**src/rtl/instr_scheduler.sv**
```systemverilog
// rtl/instr_scheduler.sv - debounced instruction capture, FIFO queue and one-at-a-time issue sequencer
module instr_scheduler #(
    parameter int DEPTH        = 4,
    parameter int DEBOUNCE_CYC = 16
) (
    input  logic                   clk,
    input  logic                   reset,
    input  logic                   send,
    input  logic [17:0]            switches,
    output logic [17:0]            instr,
    output logic                   instr_valid,
    input  logic                   instr_ready,
    input  logic                   core_done,
    input  logic                   lcd_busy,
    output logic [$clog2(DEPTH):0] fifo_count,
    output logic                   full,
    output logic                   overflow,
    output logic [7:0]             issued_count
);
    localparam int AW = $clog2(DEPTH);
    localparam int CW = AW + 1;
    localparam int DW = $clog2(DEBOUNCE_CYC + 1);

    typedef enum logic [1:0] {IDLE, ISSUE, WAIT_DONE} state_t;
    state_t state, state_nxt;

    logic          send_s1, send_s2, send_db, push;
    logic [DW-1:0] db_cnt;
    logic [17:0]   mem [DEPTH];
    logic [AW-1:0] rd_ptr, wr_ptr;
    logic          pop, push_ok, has_room;

    // Level must disagree with the debounced value for DEBOUNCE_CYC+1 straight cycles to flip it
    always_ff @(posedge clk or posedge reset) begin
        if (reset) begin
            send_s1 <= 1'b0;
            send_s2 <= 1'b0;
            send_db <= 1'b0;
            db_cnt  <= '0;
            push    <= 1'b0;
        end else begin
            send_s1 <= send;
            send_s2 <= send_s1;
            push    <= 1'b0;
            if (send_s2 == send_db) begin
                db_cnt <= '0;
            end else if (db_cnt == DW'(DEBOUNCE_CYC)) begin
                db_cnt  <= '0;
                send_db <= send_s2;
                push    <= send_s2;
            end else begin
                db_cnt <= db_cnt + 1'b1;
            end
        end
    end

    assign has_room = (fifo_count < CW'(DEPTH));
    assign pop      = (state == ISSUE) && instr_ready;
    assign push_ok  = push && (has_room || pop);
    assign full     = (fifo_count == CW'(DEPTH));

    always_ff @(posedge clk or posedge reset) begin
        if (reset) begin
            rd_ptr       <= '0;
            wr_ptr       <= '0;
            fifo_count   <= '0;
            overflow     <= 1'b0;
            issued_count <= '0;
        end else begin
            if (push_ok) wr_ptr <= wr_ptr + 1'b1;
            if (pop) begin
                rd_ptr       <= rd_ptr + 1'b1;
                issued_count <= issued_count + 1'b1;
            end
            if (push_ok && !pop)
                fifo_count <= fifo_count + 1'b1;
            else if (pop && !push_ok)
                fifo_count <= fifo_count - 1'b1;
            if (push && !push_ok) overflow <= 1'b1;
        end
    end

    // On a full push+pop the tail slot is the head being popped; the read is taken before the edge
    always_ff @(posedge clk) begin
        if (push_ok) mem[wr_ptr] <= switches;
    end

    always_ff @(posedge clk or posedge reset) begin
        if (reset) state <= IDLE;
        else       state <= state_nxt;
    end

    always_comb begin
        state_nxt   = state;
        instr_valid = 1'b0;
        instr       = '0;
        case (state)
            IDLE: begin
                if (fifo_count != '0 && !lcd_busy) state_nxt = ISSUE;
            end
            ISSUE: begin
                instr_valid = 1'b1;
                instr       = mem[rd_ptr];
                if (instr_ready) state_nxt = WAIT_DONE;
            end
            WAIT_DONE: begin
                if (core_done) state_nxt = IDLE;
            end
            default: state_nxt = IDLE;
        endcase
    end
endmodule

```
**config.mk**
```make
export PLATFORM = sky130hd
export DESIGN_NAME = instr_scheduler
export DESIGN_NICKNAME = d
export VERILOG_FILES = /design/src/rtl/instr_scheduler.sv
export SDC_FILE = /design/constraint.sdc
export NUM_CORES = 1
export LEC_CHECK = 0
export ABC_CLOCK_PERIOD_IN_PS = 2110
export CORE_ASPECT_RATIO = 1.2
export CORE_MARGIN = 3
export CORE_UTILIZATION = 28
export CTS_CLUSTER_SIZE = 28
export DETAILED_ROUTE_END_ITERATION = 6
export GPL_ROUTABILITY_DRIVEN = 0
export PLACE_DENSITY = 0.48
export SYNTH_ARGS = -nofsm -noshare
export SYNTH_HDL_FRONTEND = slang
export SYNTH_SLANG_ARGS = --single-unit
```
**constraint.sdc**
```tcl
create_clock -name clk -period 2.11 [get_ports clk]
set_input_delay 0.633 -clock clk [delete_from_list [all_inputs] [get_ports clk]]
set_output_delay 0.633 -clock clk [all_outputs]
set_load 0.01 [all_outputs]
```
==> metrics.csv, run 1 <==
stage,metric,value,unit
layout,share of cells above drive strength 1,0.3259,
timing,crit path time final,2.369,ns
yosys,"area leader, netlist",edfxtp_1,
global_route,Congestion Overflow GR,0,
clock_network,clk sinks,99,
power,Flop pwr share,0.374,
worst_setup_path,WP data arrival,1.74,ns
clock_network,Root Buffer Master,clkbuf_16,
yosys,Seq cells post-synth,99,
placed_design,Placed Instances,462,
worst_setup_path,Worst Path Max Fanout,5,
worst_setup_path,worst path bufs/invs,3,
yosys,post-synthesis cell area,0.003978,sq mm
yosys,ys flop type,edfxtp_1,
yosys,Netlist cell types,33,
worst_setup_path,CP max stage delay,0.50,ns
global_route,initial antenna violation count,1,
placed_design,Post-DP Area,0.004970,sq mm
worst_setup_path,"delay-heaviest family, CP",multiplexers,
floorplanning,Die Area,0.01568,sq mm
min_path,Hold Path Cell Cnt,0,
timing,Final Setup Violations,18,
timing,fin crit share,1.123,
timing,RSZ-0062 raised after global routing,yes,
placed_design,Port-buffer cells,55,
job,max-cap viol count,0,
layout,Final #Nets,344,
yosys,Cells after Synth,219,
floorplanning,initial core utilization,0.2866,
global_route,first-pass GRT wire length,12420,um
floorplanning,Ports,56,
layout,Area growth syn-to-layout,36.68,%
route,routed vias,2121,
yosys,Synth top area share,0.5436,
floorplanning,Die Y,136.6,um
worst_setup_path,Critical Path Source Type,register,
run_status,failing checks,setup timing,
route,WL per Instance,16.02,um
timing,Final Max Tran Viols,0,
clock_network,TritonCTS clock tree,done,
yosys,Ys Warns,0,
route,Residual DRC,0,
worst_setup_path,Setup CP Type,register to output pin,
worst_setup_path,slack of the worst reg-to-reg path,0.12,ns
worst_setup_path,CP required,1.48,ns
layout,post-route insts no fill,487,
placed_design,dpl hpwl,4591,um
min_path,hold path start,send_s1$_DFF_PP0_,
route,1st-pass router iterations,4,
global_route,largest net degree at the start of global routing,28,
clock_network,"Clk Latency, worst-skew pair",0.34,ns
route,Total Wirelength,7801,um
min_path,hold endpoint,send_s2$_DFF_PP0_,
worst_setup_path,Critical Path End Type,output pin,
power,Sw Share,0.2797,
power,Comb pwr share,0.361,
yosys,largest cells by area after synthesis,"edfxtp_1, dfrtp_1, mux4_2",
power,clock power share,0.265,
floorplanning,CORE AREA,0.01388,sq mm
yosys,"EDFF count, synth",72,
power,Power Density,1148,mW/mm^2
worst_setup_path,R2R Path End,fifo_count[2]$_DFFE_PP0P_,
yosys,syn avg cell area,18.16,sq um
worst_setup_path,worst-path cell chain,buf_6 -> buf_16 -> mux4_2 -> nor2b_1 -> buf_2,
power,Sw Pwr,1745,uW
min_path,Hold Crit Class,register to register,
route,ANT nets after route,0,
worst_setup_path,slowest CP cell,mux4_2,
worst_setup_path,beginning of the worst register-to-register path,state[1]$_DFFE_PP0P_,
yosys,register area share after synthesis,0.7134,
run_status,status,"finished, violations left",
timing,Worst Tran Pin Value,0.3652,ns
global_route,vias in the first global route,2303,
power,Design Power,6239,uW
timing,final setup margin,-0.2591,ns
clock_network,CTS max path bufs,2,
global_route,GRT Util Overall,0.1054,
layout,Fill cells,1311,
power,internal power,4494,uW
floorplanning,FP Rows,47,
timing,Max Fclk,422.1,MHz
clock_network,cts bufs inserted,9,
layout,Final Instance Area,0.005436,sq mm
timing,skew final,0.006614,ns
timing,Max-slew headroom,0.7565,
route,Iter 0 DRT Violations,71,
clock_network,CTS H-Tree Depth,3,
yosys,syn nets,252,
layout,n_diodes,0,
clock_network,register clock-pin slew on the reported worst setup and hold paths,0.07,ns
route,routed vias/inst,4.355,
clock_network,CTS Hold Bufs,0,
power,P_leak,0.002032,uW
worst_setup_path,Reg2Reg Depth,10,
floorplanning,Die Wd,114.8,um
yosys,ys async rst share,0.2727,
placed_design,pre-CTS setup slack,-0.5296,ns
timing,final hold violation count,0,
power,maximum VDD drop,0.5782,mV
==> routing by layer <==
metal	vias to the layer above	part of all wire	global-route usage
li1	1001	-	-
met2	54	0.49	0.1722
met4	2	0.0081	0.03327
met1	1056	0.45	0.1354
met5	-	0.00090	0
met3	8	0.048	0.03096
==> kinds of logic (layout without fill, tap and decap cells) <==
kind of cell	Yosys count	in the layout	synth area share
simple gates	55	55	0.07990
xor+xnor	17	17	0.03743
flops	99	99	0.7134
fa+ha+maj	9	9	0.03020
mux	21	21	0.1114
compound gates	4	4	0.009435
buf+inv	14	111	0.01824
==> timing repair <==
action / in CTS / in global routing
pin swaps: 5 / 2
resized for setup: 82 / 24
endpoints found under the hold margin: 0 / 0
endpoints found under the setup margin: 22 / 20
cloned: 3 / 1
buffers inserted: 6 / 0
==> layout by cell type, fill, tap and decap left out, drive strengths merged, types with 2 or more instances in the layout <==
cell,synthesis,final
edfxtp,72,72
buf,5,49
clkdlybuf4s50,0,34
dfrtp,27,27
mux4,18,18
nor2b,18,18
clkbuf,1,12
inv,8,10
xnor2,9,9
xor2,8,8
ha,8,8
nand2,7,7
nor2,6,6
and2,5,5
nand4,4,4
nor3,3,3
mux2,3,3
nand2b,2,2
nand3,2,2
nor3b,2,2
clkinvlp,0,2
dlygate4sd2,0,2
or2b,2,2
==> through the flow <==
stage,hold WS (ns),utilization,TNS (ns)
global route,0.3690,0.3917,-5.491
floorplan,0.3312,-,-0.1310
global placement,0.3335,0.3581,-24.68
CTS,0.3507,0.3840,-5.203
finish,0.3494,0.3917,-4.316
detailed placement,0.3347,0.3581,-26.13
==> cell usage after synthesis, types with 2 or more instances <==
| master | n |
|---|---|
| and2_1 | 5 |
| inv_1 | 7 |
| mux4_2 | 18 |
| ha_1 | 8 |
| nand4_1 | 4 |
| xor2_1 | 8 |
| dfrtp_1 | 27 |
| mux2_2 | 2 |
| nand2b_1 | 2 |
| nor2b_1 | 18 |
| edfxtp_1 | 72 |
| nand3_1 | 2 |
| buf_2 | 3 |
| nor2_1 | 6 |
| or2b_1 | 2 |
| nor3b_1 | 2 |
| nor3_1 | 3 |
| xnor2_1 | 9 |
| nand2_1 | 7 |
==> sequential cells by signal (all words and copies together) (netlist names) <==
register,cells
mem,72
issued_count,8
db_cnt,5
fifo_count,3
rd_ptr,2
state,2
wr_ptr,2
overflow,1
push,1
send_db,1
send_s1,1
send_s2,1
==> power groups by stage <==
stage          registers, uW  logic [uW]  clock network (uW)
2_1_floorplan           2410         941                   0
3_3_place_gp            2370        1910                   0
3_5_place_dp            2370        1900                   0
4_1_cts                 2330        2120                1710
5_1_grt                 2350        2450                1780
6_report                2330        2250                1650
==> area by class of cell <==
cell class | count | area [sq um] | area share
clock buffers | 10 | 229.0 | 0.04212
clock inverters | 6 | 73.82 | 0.01358
inverters | 8 | 35.03 | 0.006444
multi-input cells | 106 | 1140 | 0.2097
flip-flops and latches | 99 | 2839 | 0.5222
well taps | 171 | 214.0 | 0.03936
repair buffers | 87 | 905.9 | 0.1666
==> worst max path at each step <==
stage                     startpoint                   endpoint  slack [ns]  cells past startpoint
3_3_place_gp             instr_ready  fifo_count[2]$_DFFE_PP0P_       -0.46                     10
4_1_cts        rd_ptr[0]$_DFFE_PP0P_                   instr[5]       -0.34                      6
3_5_place_dp             instr_ready  fifo_count[2]$_DFFE_PP0P_       -0.53                     10
6_report       rd_ptr[0]$_DFFE_PP0P_                   instr[2]       -0.26                      5
2_1_floorplan            instr_ready  fifo_count[2]$_DFFE_PP0P_       -0.08                     10
5_1_grt        rd_ptr[0]$_DFFE_PP0P_                  instr[12]       -0.32                      5
(Power assumes the default switching activity.)
==> run 2: changes to the inputs <==
- CORE_MARGIN: 3 -> default
==> metrics.csv, run 2 (synthesized netlist as in run 1, its figures left out) <==
stage,metric,value,unit
power,Power Density,1121,mW/mm^2
global_route,first-pass GRT wire length,12650,um
route,Total Wirelength,7721,um
route,Iter 0 DRT Violations,116,
timing,Final Max Tran Viols,0,
floorplanning,Ports,56,
floorplanning,CORE AREA,0.01382,sq mm
route,routed vias/inst,4.456,
worst_setup_path,slack of the worst reg-to-reg path,0.11,ns
route,WL per Instance,15.92,um
global_route,initial antenna violation count,0,
timing,Max Fclk,420.5,MHz
timing,final setup margin,-0.2683,ns
placed_design,Port-buffer cells,55,
timing,setup TNS,-4.572,ns
layout,post-route insts no fill,485,
run_status,status,"finished, violations left",
placed_design,Post-DP Area,0.004955,sq mm
worst_setup_path,Worst Path Max Fanout,5,
global_route,GRT Util Overall,0.1164,
worst_setup_path,Critical Path Source Type,register,
power,Comb pwr share,0.358,
worst_setup_path,"delay-heaviest family, CP",multiplexers,
floorplanning,Die Y,132.6,um
power,maximum VDD drop,0.5793,mV
clock_network,CTS Hold Bufs,0,
worst_setup_path,Critical Path End Type,output pin,
power,internal power,4334,uW
layout,Area growth syn-to-layout,35.36,%
clock_network,clk sinks,99,
placed_design,Placed Instances,460,
floorplanning,FP Rows,47,
run_status,failing checks,setup timing,
timing,Final Setup Violations,18,
power,clock power share,0.255,
timing,crit path time final,2.378,ns
timing,final hold violation count,0,
layout,max reg flops,72,
layout,Largest Register,mem,
timing,skew final,0.004274,ns
timing,Worst Tran Pin Value,0.3603,ns
power,Sw Pwr,1703,uW
placed_design,dpl hpwl,4549,um
worst_setup_path,worst path bufs/invs,3,
layout,Final #Nets,342,
clock_network,TritonCTS clock tree,done,
global_route,largest net degree at the start of global routing,28,
global_route,Congestion Overflow GR,0,
layout,Fill cells,1310,
timing,fin crit share,1.127,
route,routed vias,2161,
clock_network,cts bufs inserted,9,
layout,top flop regs,"mem (72), issued_count (8), db_cnt (5)",
layout,Final Instance Area,0.005384,sq mm
layout,n_diodes,0,
clock_network,"Clk Latency, worst-skew pair",0.34,ns
route,1st-pass router iterations,4,
power,Flop pwr share,0.387,
layout,most frequent cells in the layout,"edfxtp_1, clkdlybuf4s50_1, dfrtp_1, mux4_2, buf_4",
timing,Max-slew headroom,0.7598,
min_path,Hold Crit Class,register to register,
worst_setup_path,CP max stage delay,0.50,ns
power,Sw Share,0.2821,
layout,"leading cell type in the layout, fill and taps excluded",edfxtp_1,
worst_setup_path,worst-path cell chain,buf_6 -> buf_12 -> mux4_2 -> nor2b_1 -> buf_2,
worst_setup_path,CP required,1.48,ns
route,ANT nets after route,0,
clock_network,CTS H-Tree Depth,3,
floorplanning,initial core utilization,0.2878,
layout,share of cells above drive strength 1,0.3185,
clock_network,CTS max path bufs,2,
floorplanning,Die Area,0.01469,sq mm
route,Residual DRC,0,
worst_setup_path,Setup CP Type,register to output pin,
job,max-cap viol count,0,
timing,RSZ-0062 raised after global routing,yes,
clock_network,Root Buffer Master,clkbuf_16,
worst_setup_path,slowest CP cell,mux4_2,
floorplanning,Die Wd,110.8,um
worst_setup_path,WP data arrival,1.75,ns
clock_network,register clock-pin slew on the reported worst setup and hold paths,0.07,ns
timing,Fin Hold WS,0.3491,ns
power,P_leak,0.002014,uW
global_route,vias in the first global route,2354,
-- run 2: what timing repair did --
action	4_1_cts	5_1_grt
resized for setup	86	18
pin swaps	6	3
setup endpoints to repair	23	21
gates cloned	3	0
setup buffers	5	1
-- run 2: power groups by stage --
stage | sequential (uW) | combinational (uW) | clock [uW]
after global routing | 2360 | 2340 | 1670
after floorplan | 2410 | 941 | 0
after CTS | 2350 | 2050 | 1600
after global placement | 2380 | 1860 | 0
after detailed placement | 2380 | 1860 | 0
final | 2340 | 2160 | 1540
-- run 2: worst paths after layout --
| check | start | cells past startpoint | to |
|---|---|---|---|
| max in group asynchronous | reset | 3 | rd_ptr[0]$_DFFE_PP0P_ |
| min reg2reg | send_s1$_DFF_PP0_ | 0 | send_s2$_DFF_PP0_ |
| min | send_s1$_DFF_PP0_ | 0 | send_s2$_DFF_PP0_ |
| max | rd_ptr[0]$_DFFE_PP0P_ | 5 | instr[16] |
| min in group asynchronous | reset | 3 | overflow$_DFFE_PP0P_ |
| max reg2reg | state[1]$_DFFE_PP0P_ | 10 | fifo_count[2]$_DFFE_PP0P_ |
-- run 2: metal layers --
metal	wire length (um)	GRT usage	up-vias
met5	0	0	-
met4	205	0.07111	0
met3	313	0.02245	15
met2	3857	0.1946	54
met1	3345	0.1387	1095
li1	-	-	997
-- run 2: area by class of cell --
type,instances,area (sq um),share of cell area
Sequential cell,99,2839,0.5273
Multi-Input combinational cell,106,1136,0.2110
Timing Repair Buffer,85,877.1,0.1629
Clock buffer,11,242.7,0.04508
Tap cell,171,214.0,0.03974
Clock inverter,5,40.04,0.007437
Inverter,8,35.03,0.006507
-- run 2: worst reg2reg max path: cells and delay by family (launching register included) --
kind,cells,cell delay (ns)
AO/OA/AOI/OAI,1,0.15
AND/OR/NAND/NOR,2,0.40
XOR/XNOR,2,0.32
adder cells (fa/ha/maj),2,0.47
buffers and inverters,3,0.21
flip-flops,1,0.37
-- run 2: stage by stage --
stage,utilization,setup WS [ns],total power [uW]
floorplan,-,-0.07873,3350
global placement,0.3585,-0.4610,4240
detailed placement,0.3585,-0.5047,4245
CTS,0.3827,-0.3050,5998
global route,0.3896,-0.3366,6369
finish,0.3896,-0.2683,6037
==> run 3: changes to the inputs <==
- ABC_CLOCK_PERIOD_IN_PS: 2110 -> default
- SLEW_MARGIN: default -> 10
==> results of run 3 <==
No change in the layout: final DEF, timing and power equal those of run 2.
